`src/rtl/iddr.sv`:
```
// ---------------------------------------------------------------------------
// iddr -- behavioural input-DDR capture model
//
// Receive-side DDR register for simulation of designs that would otherwise
// instantiate the vendor IDDR primitive. D is sampled on both edges of C and
// the two samples are presented as single-rate outputs Q1 (rising-edge
// sample) and Q2 (falling-edge sample). Zero-delay, cycle-accurate.
//
// Parameters
//   DDR_CLK_EDGE : "OPPOSITE_EDGE" | "SAME_EDGE" | "SAME_EDGE_PIPELINED"
//   INIT_Q1      : reset value of Q1 and every rising-edge capture stage
//   INIT_Q2      : reset value of Q2 and every falling-edge capture stage
//   RST_STRETCH  : rising edges of C for which capture is held in reset
//                  after R_N deasserts (0..8)
//
// Ports
//   C   in  capture clock, both edges used
//   R_N in  asynchronous active-low reset
//   CE  in  clock enable, sampled at each edge where it is used
//   D   in  DDR data input
//   Q1  out rising-edge sample
//   Q2  out falling-edge sample
//
// Alignment
//   OPPOSITE_EDGE       : Q1 updates at posedge, Q2 updates at negedge.
//   SAME_EDGE           : both update at posedge; Q2 carries the sample from
//                         the previous negedge (half-cycle skew in the pair).
//   SAME_EDGE_PIPELINED : both update at posedge; Q1 is delayed one stage so
//                         the pair {Q1,Q2} = {Dr(k-1), Df(k-1)}.
// ---------------------------------------------------------------------------
module iddr #(
    parameter string DDR_CLK_EDGE = "OPPOSITE_EDGE",
    parameter bit    INIT_Q1      = 1'b0,
    parameter bit    INIT_Q2      = 1'b0,
    parameter int    RST_STRETCH  = 3
) (
    input  logic C,
    input  logic R_N,
    input  logic CE,
    input  logic D,
    output logic Q1,
    output logic Q2
);

    localparam bit MODE_OPP  = (DDR_CLK_EDGE == "OPPOSITE_EDGE");
    localparam bit MODE_SAME = (DDR_CLK_EDGE == "SAME_EDGE");
    localparam bit MODE_PIPE = (DDR_CLK_EDGE == "SAME_EDGE_PIPELINED");

    // -----------------------------------------------------------------------
    // Elaboration-time parameter checks
    // -----------------------------------------------------------------------
    generate
        if (!(MODE_OPP || MODE_SAME || MODE_PIPE)) begin : g_bad_mode
            $error("iddr: illegal DDR_CLK_EDGE '%s'", DDR_CLK_EDGE);
        end
        if (RST_STRETCH < 0 || RST_STRETCH > 8) begin : g_bad_stretch
            $error("iddr: RST_STRETCH %0d outside 0..8", RST_STRETCH);
        end
    endgenerate

    // -----------------------------------------------------------------------
    // Reset stretch
    //
    // R_N itself is handled by the asynchronous branch of every flop, so the
    // synchronous hold term only needs the stretch register. It is loaded
    // with all ones while R_N is low and drains one bit per rising edge
    // afterwards, regardless of CE. Capture flops sample it before the edge
    // updates it, so the edge that empties it is still a reset edge.
    // -----------------------------------------------------------------------
    logic rst_hold;

    generate
        if (RST_STRETCH > 0) begin : g_stretch
            logic [RST_STRETCH-1:0] stretch_q;
            logic [RST_STRETCH-1:0] stretch_d;

            always_comb begin
                stretch_d = stretch_q >> 1;
            end

            always_ff @(posedge C or negedge R_N) begin
                if (!R_N) begin
                    stretch_q <= '1;
                end else begin
                    stretch_q <= stretch_d;
                end
            end

            assign rst_hold = |stretch_q;
        end else begin : g_no_stretch
            assign rst_hold = 1'b0;
        end
    endgenerate

    // -----------------------------------------------------------------------
    // Output registers
    // -----------------------------------------------------------------------
    logic q1_q;
    logic q2_q;

    assign Q1 = q1_q;
    assign Q2 = q2_q;

    // -----------------------------------------------------------------------
    // Rising-edge side
    // -----------------------------------------------------------------------
    generate
        if (MODE_PIPE) begin : g_rise_pipe
            // Extra stage so Q1 lines up with the falling sample of the same
            // cycle, which is only available after the following posedge.
            logic q1_p_q;

            always_ff @(posedge C or negedge R_N) begin
                if (!R_N) begin
                    q1_p_q <= INIT_Q1;
                    q1_q   <= INIT_Q1;
                end else if (rst_hold) begin
                    q1_p_q <= INIT_Q1;
                    q1_q   <= INIT_Q1;
                end else if (CE) begin
                    q1_p_q <= D;
                    q1_q   <= q1_p_q;
                end
            end
        end else begin : g_rise_direct
            always_ff @(posedge C or negedge R_N) begin
                if (!R_N) begin
                    q1_q <= INIT_Q1;
                end else if (rst_hold) begin
                    q1_q <= INIT_Q1;
                end else if (CE) begin
                    q1_q <= D;
                end
            end
        end
    endgenerate

    // -----------------------------------------------------------------------
    // Falling-edge side
    // -----------------------------------------------------------------------
    generate
        if (MODE_OPP) begin : g_fall_opp
            // Q2 is a plain negedge register and changes mid-cycle.
            always_ff @(negedge C or negedge R_N) begin
                if (!R_N) begin
                    q2_q <= INIT_Q2;
                end else if (rst_hold) begin
                    q2_q <= INIT_Q2;
                end else if (CE) begin
                    q2_q <= D;
                end
            end
        end else begin : g_fall_same
            // Falling sample is parked in q2_n_q and moved onto Q2 at the
            // next posedge so both outputs change on the rising edge only.
            logic q2_n_q;

            always_ff @(negedge C or negedge R_N) begin
                if (!R_N) begin
                    q2_n_q <= INIT_Q2;
                end else if (rst_hold) begin
                    q2_n_q <= INIT_Q2;
                end else if (CE) begin
                    q2_n_q <= D;
                end
            end

            always_ff @(posedge C or negedge R_N) begin
                if (!R_N) begin
                    q2_q <= INIT_Q2;
                end else if (rst_hold) begin
                    q2_q <= INIT_Q2;
                end else if (CE) begin
                    q2_q <= q2_n_q;
                end
            end
        end
    endgenerate

endmodule

```
`config.mk`:
```
export PLATFORM = sky130hd
export DESIGN_NAME = iddr
export DESIGN_NICKNAME = d
export VERILOG_FILES = /design/src/rtl/iddr.sv
export SDC_FILE = /design/constraint.sdc
export NUM_CORES = 1
export LEC_CHECK = 0
export CORE_AREA = 5 5 42 44
export DETAILED_ROUTE_END_ITERATION = 12
export DIE_AREA = 0 0 47 49
export GPL_TIMING_DRIVEN = 1
export PLACE_DENSITY = 0.33
export SLEW_MARGIN = 10
export SYNTH_ARGS = -nofsm -noshare
export SYNTH_HDL_FRONTEND = slang
export SYNTH_SLANG_ARGS = --single-unit
```
`constraint.sdc`:
```
create_clock -name C -period 1.5 [get_ports C]
set_input_delay 0.3 -clock C [delete_from_list [all_inputs] [get_ports C]]
set_output_delay 0.3 -clock C [all_outputs]
set_load 0.05 [all_outputs]
```
# ---- After elaboration in Yosys (flattened, before gate mapping)
# Index checks and enable logic that the tools add are counted.
dict set report totals {
  word_cells 7
  ff_bits 5
  inputBits 4
  output_inout_bits 2
}
dict set report classes {
  reduce_logical 2
  mux 2
}
# operator n
set ops {}
lappend ops {{$reduce_or A3 Y1} 1}
lappend ops {{$mux W1} 2}
lappend ops {{$reduce_bool A2 Y1} 1}

# ---- Longest topological paths before layout
dict set report logic_depth {
  depth_word 2
  ltp_mapped 2
  mapped_depth_nobuf 2
}

==> impl_results.md <==
* Post-CTS sizing at 0
* Final setup violation count at 2
* Tot GR Track Use at 4.18%
* Clk slew on worst S/H paths at 0.04 ns
* RSZ-0062 raised after global routing: true
* H-tree depth at 1
* N_diodes at 0
* Maximum root-to-sink buffer count at 2
* Initial Util at 12.1%
* CTS buffer count at 3
* TritonRoute pass-1 iters at 2
* CTS tree: done
* Placed insts at 35
* Buffers on Ports at 5
* Initial antenna violation count at 0
* Synthesized instance count at 12
* Worst hold margin at 0.358 ns
* Total Nets Final at 28
* Final Hold Fails at 0
* Clock power share at 46.9%
* Netlist cell types at 8
* Clock skew at 0.0177 ns
* Psw at 67.0 uW
* Crit path required time at 1.20 ns
* # DRC at 0
* R2r setup slk at -0.06 ns
* Kind of critical path: flip-flop to output pin
* Switching share of power at 20.4%
* Complex-gate fraction of the synthesized area at 5.88%
* Crit end category: output pin
* Clock latency on the worst-skew pair at 0.25 ns
* Crit path buf inv count at 1
* Largest family of logic cells by synthesized area: simple AND/OR/NAND/NOR gates
* Synth-to-layout area growth at 79.4%
* Vias per cell at 3.08
* Crit path capture: Q2
* CP startpoint: Q2$_DFFE_NN0P_
* Start of the worst register-to-register path: g_stretch.stretch_q[1]$_DFF_PN1_
* Total gr overflow at 0
* #FFs+latches synth at 5
* Die X at 47 microns
* GP Congestion at 0.590
* CP Max Fanout at 2
* Vias in the first global route at 144
* Root Driver: clkbuf_4
* Via count at 120
* Commonest non-fill, non-tap cells in the layout: clkbuf_4 (3), dfstp_2 (3), clkdlybuf4s50_1 (3)
* Num Clock Sinks at 5
* Post-DR wirelength/cell at 8.72 microns
* Startpoint type of the worst setup path: flip-flop
* Post-Layout Cell Count at 39
* Sequential power share at 44.8%
* Failing checks: negative setup slack
* Global-route wire length before repair at 600 microns
* Max Cap Viol at 0
* Die ar. at 2300 sq um
* Routed Antenna Nets at 0
* Mux cell area share after synthesis at 0%
* Yosys top cell area share at 46.3%
* Number of synthesis warnings at 0
* Synth Area in XOR/XNOR at 0%
* Power Density at 1070 nW/um^2
* Final WS setup at -0.405 ns
* Levels on crit path at 1
* Post-CTS Setup Repair Bufs at 0
* Boundary Pins at 6
* Die Ht at 49 microns
* Mean Syn Cell Area at 14.2 sq um
* Lkg Pwr at 0.000124 uW
* Post-synthesis net count at 16
* Hold Path Class: input pin to async pin
* Core ar. at 1400 sq um
* Status: finished, violations left
* Power share of the combinational group at 8.3%
* CP Data Arrival Time at 1.60 ns
* CP max-delay cell: dfrtn_1
* Adder and majority cell fraction of the synthesized area at 0%
* # rows at 14
* Pin count of the biggest net entering global routing at 5
* Synth area leader: dfstp_2
* Slew Viols, Final at 0
* CP Cell Sequence: buf_12
* Peak VDD IR at 541 uV
* Total Wirelength at 340 microns
* Post-Synth Simple-Gate Area at 16.2%
* Delay-heaviest family, CP: flip-flops
* Mapped Area at 170 sq um
* Layout fillers at 158
* Reg2Reg Depth at 2
* Fraction of layout cells with a size suffix above 1 at 52.2%
* Sequential-to-total area share from yosys stat at 75.7%
* Internal Power at 261 uW
* Slowest stage delay, CP at 0.45 ns
* Iteration-0 DRC Markers at 1
* Reg-to-Reg End: Q2$_DFFE_NN0P_
* # hold bufs at CTS at 0
* Ranking of synthesized cells by area: dfstp_2 (46%), dfrtn_1 (15%), dfrtp_1 (15%)
-- per-layer routing --
| metal | vias to the layer above | GRT usage [%] | part of all wire (%) |
|---|---|---|---|
| li1 | 59 | - | - |
| met4 | 0 | 2.76 | 1.8 |
| met2 | 8 | 4.07 | 34 |
| met5 | - | 0 | 0 |
| met3 | 2 | 5.54 | 20 |
| met1 | 51 | 4.48 | 44 |
-- final cells by class --
cell class / count / area, sq um / area share [%]
multi-input cells: 7 / 45.0 / 14.8
clock buffers: 4 / 26.3 / 8.61
flip-flops and latches: 5 / 129 / 42.2
repair buffers: 7 / 85.1 / 27.9
well taps: 16 / 20.0 / 6.56
-- power by group through the flow --
stage               Clock (uW)  Sequential [uW]  Combinational, uW
floorplan                    0              151               4.92
global placement             0              148               27.0
detailed placement           0              149               27.0
CTS                        162              147               27.5
global route               178              147               29.6
finish                     154              147               27.1
-- registers in the layout, indices dropped and copies added, names as in the netlist --
name and cells:
Q2 1, g_stretch.stretch_q 3, Q1 1
-- logic make-up (layout without fill, tap and decap cells) --
family	after synthesis	after routing
other cells	1	1
simple gates	4	4
compound gates	2	2
buf+inv	0	11
flops	5	5
-- worst min-delay path by stage --
stage	from	to
finish	R_N	Q1$_DFFE_PN0P_
detailed placement	g_stretch.stretch_q[2]$_DFF_PN1_	g_stretch.stretch_q[1]$_DFF_PN1_
global route	g_stretch.stretch_q[2]$_DFF_PN1_	g_stretch.stretch_q[1]$_DFF_PN1_
global placement	g_stretch.stretch_q[1]$_DFF_PN1_	g_stretch.stretch_q[0]$_DFF_PN1_
CTS	R_N	Q1$_DFFE_PN0P_
floorplan	R_N	Q1$_DFFE_PN0P_
-- metrics by stage --
step	instance area (sq um)	worst slack [ns]	power, uW	utilization, %	setup TNS, ns
2_1_floorplan	174	-0.216	156	-	-0.265
3_3_place_gp	279	-0.374	175	19.9	-0.515
3_5_place_dp	279	-0.377	176	19.9	-0.519
4_1_cts	305	-0.418	336	21.8	-0.535
5_1_grt	305	-0.447	355	21.8	-0.582
6_report	305	-0.405	328	21.8	-0.532
-- Yosys cell counts --
cell,instances
nand2b_1,2
dfrtp_1,1
conb_1,1
or3_4,1
dfstp_2,3
nand2_1,1
a21oi_1,2
dfrtn_1,1
Note: power is estimated with default switching activity, not from simulation.
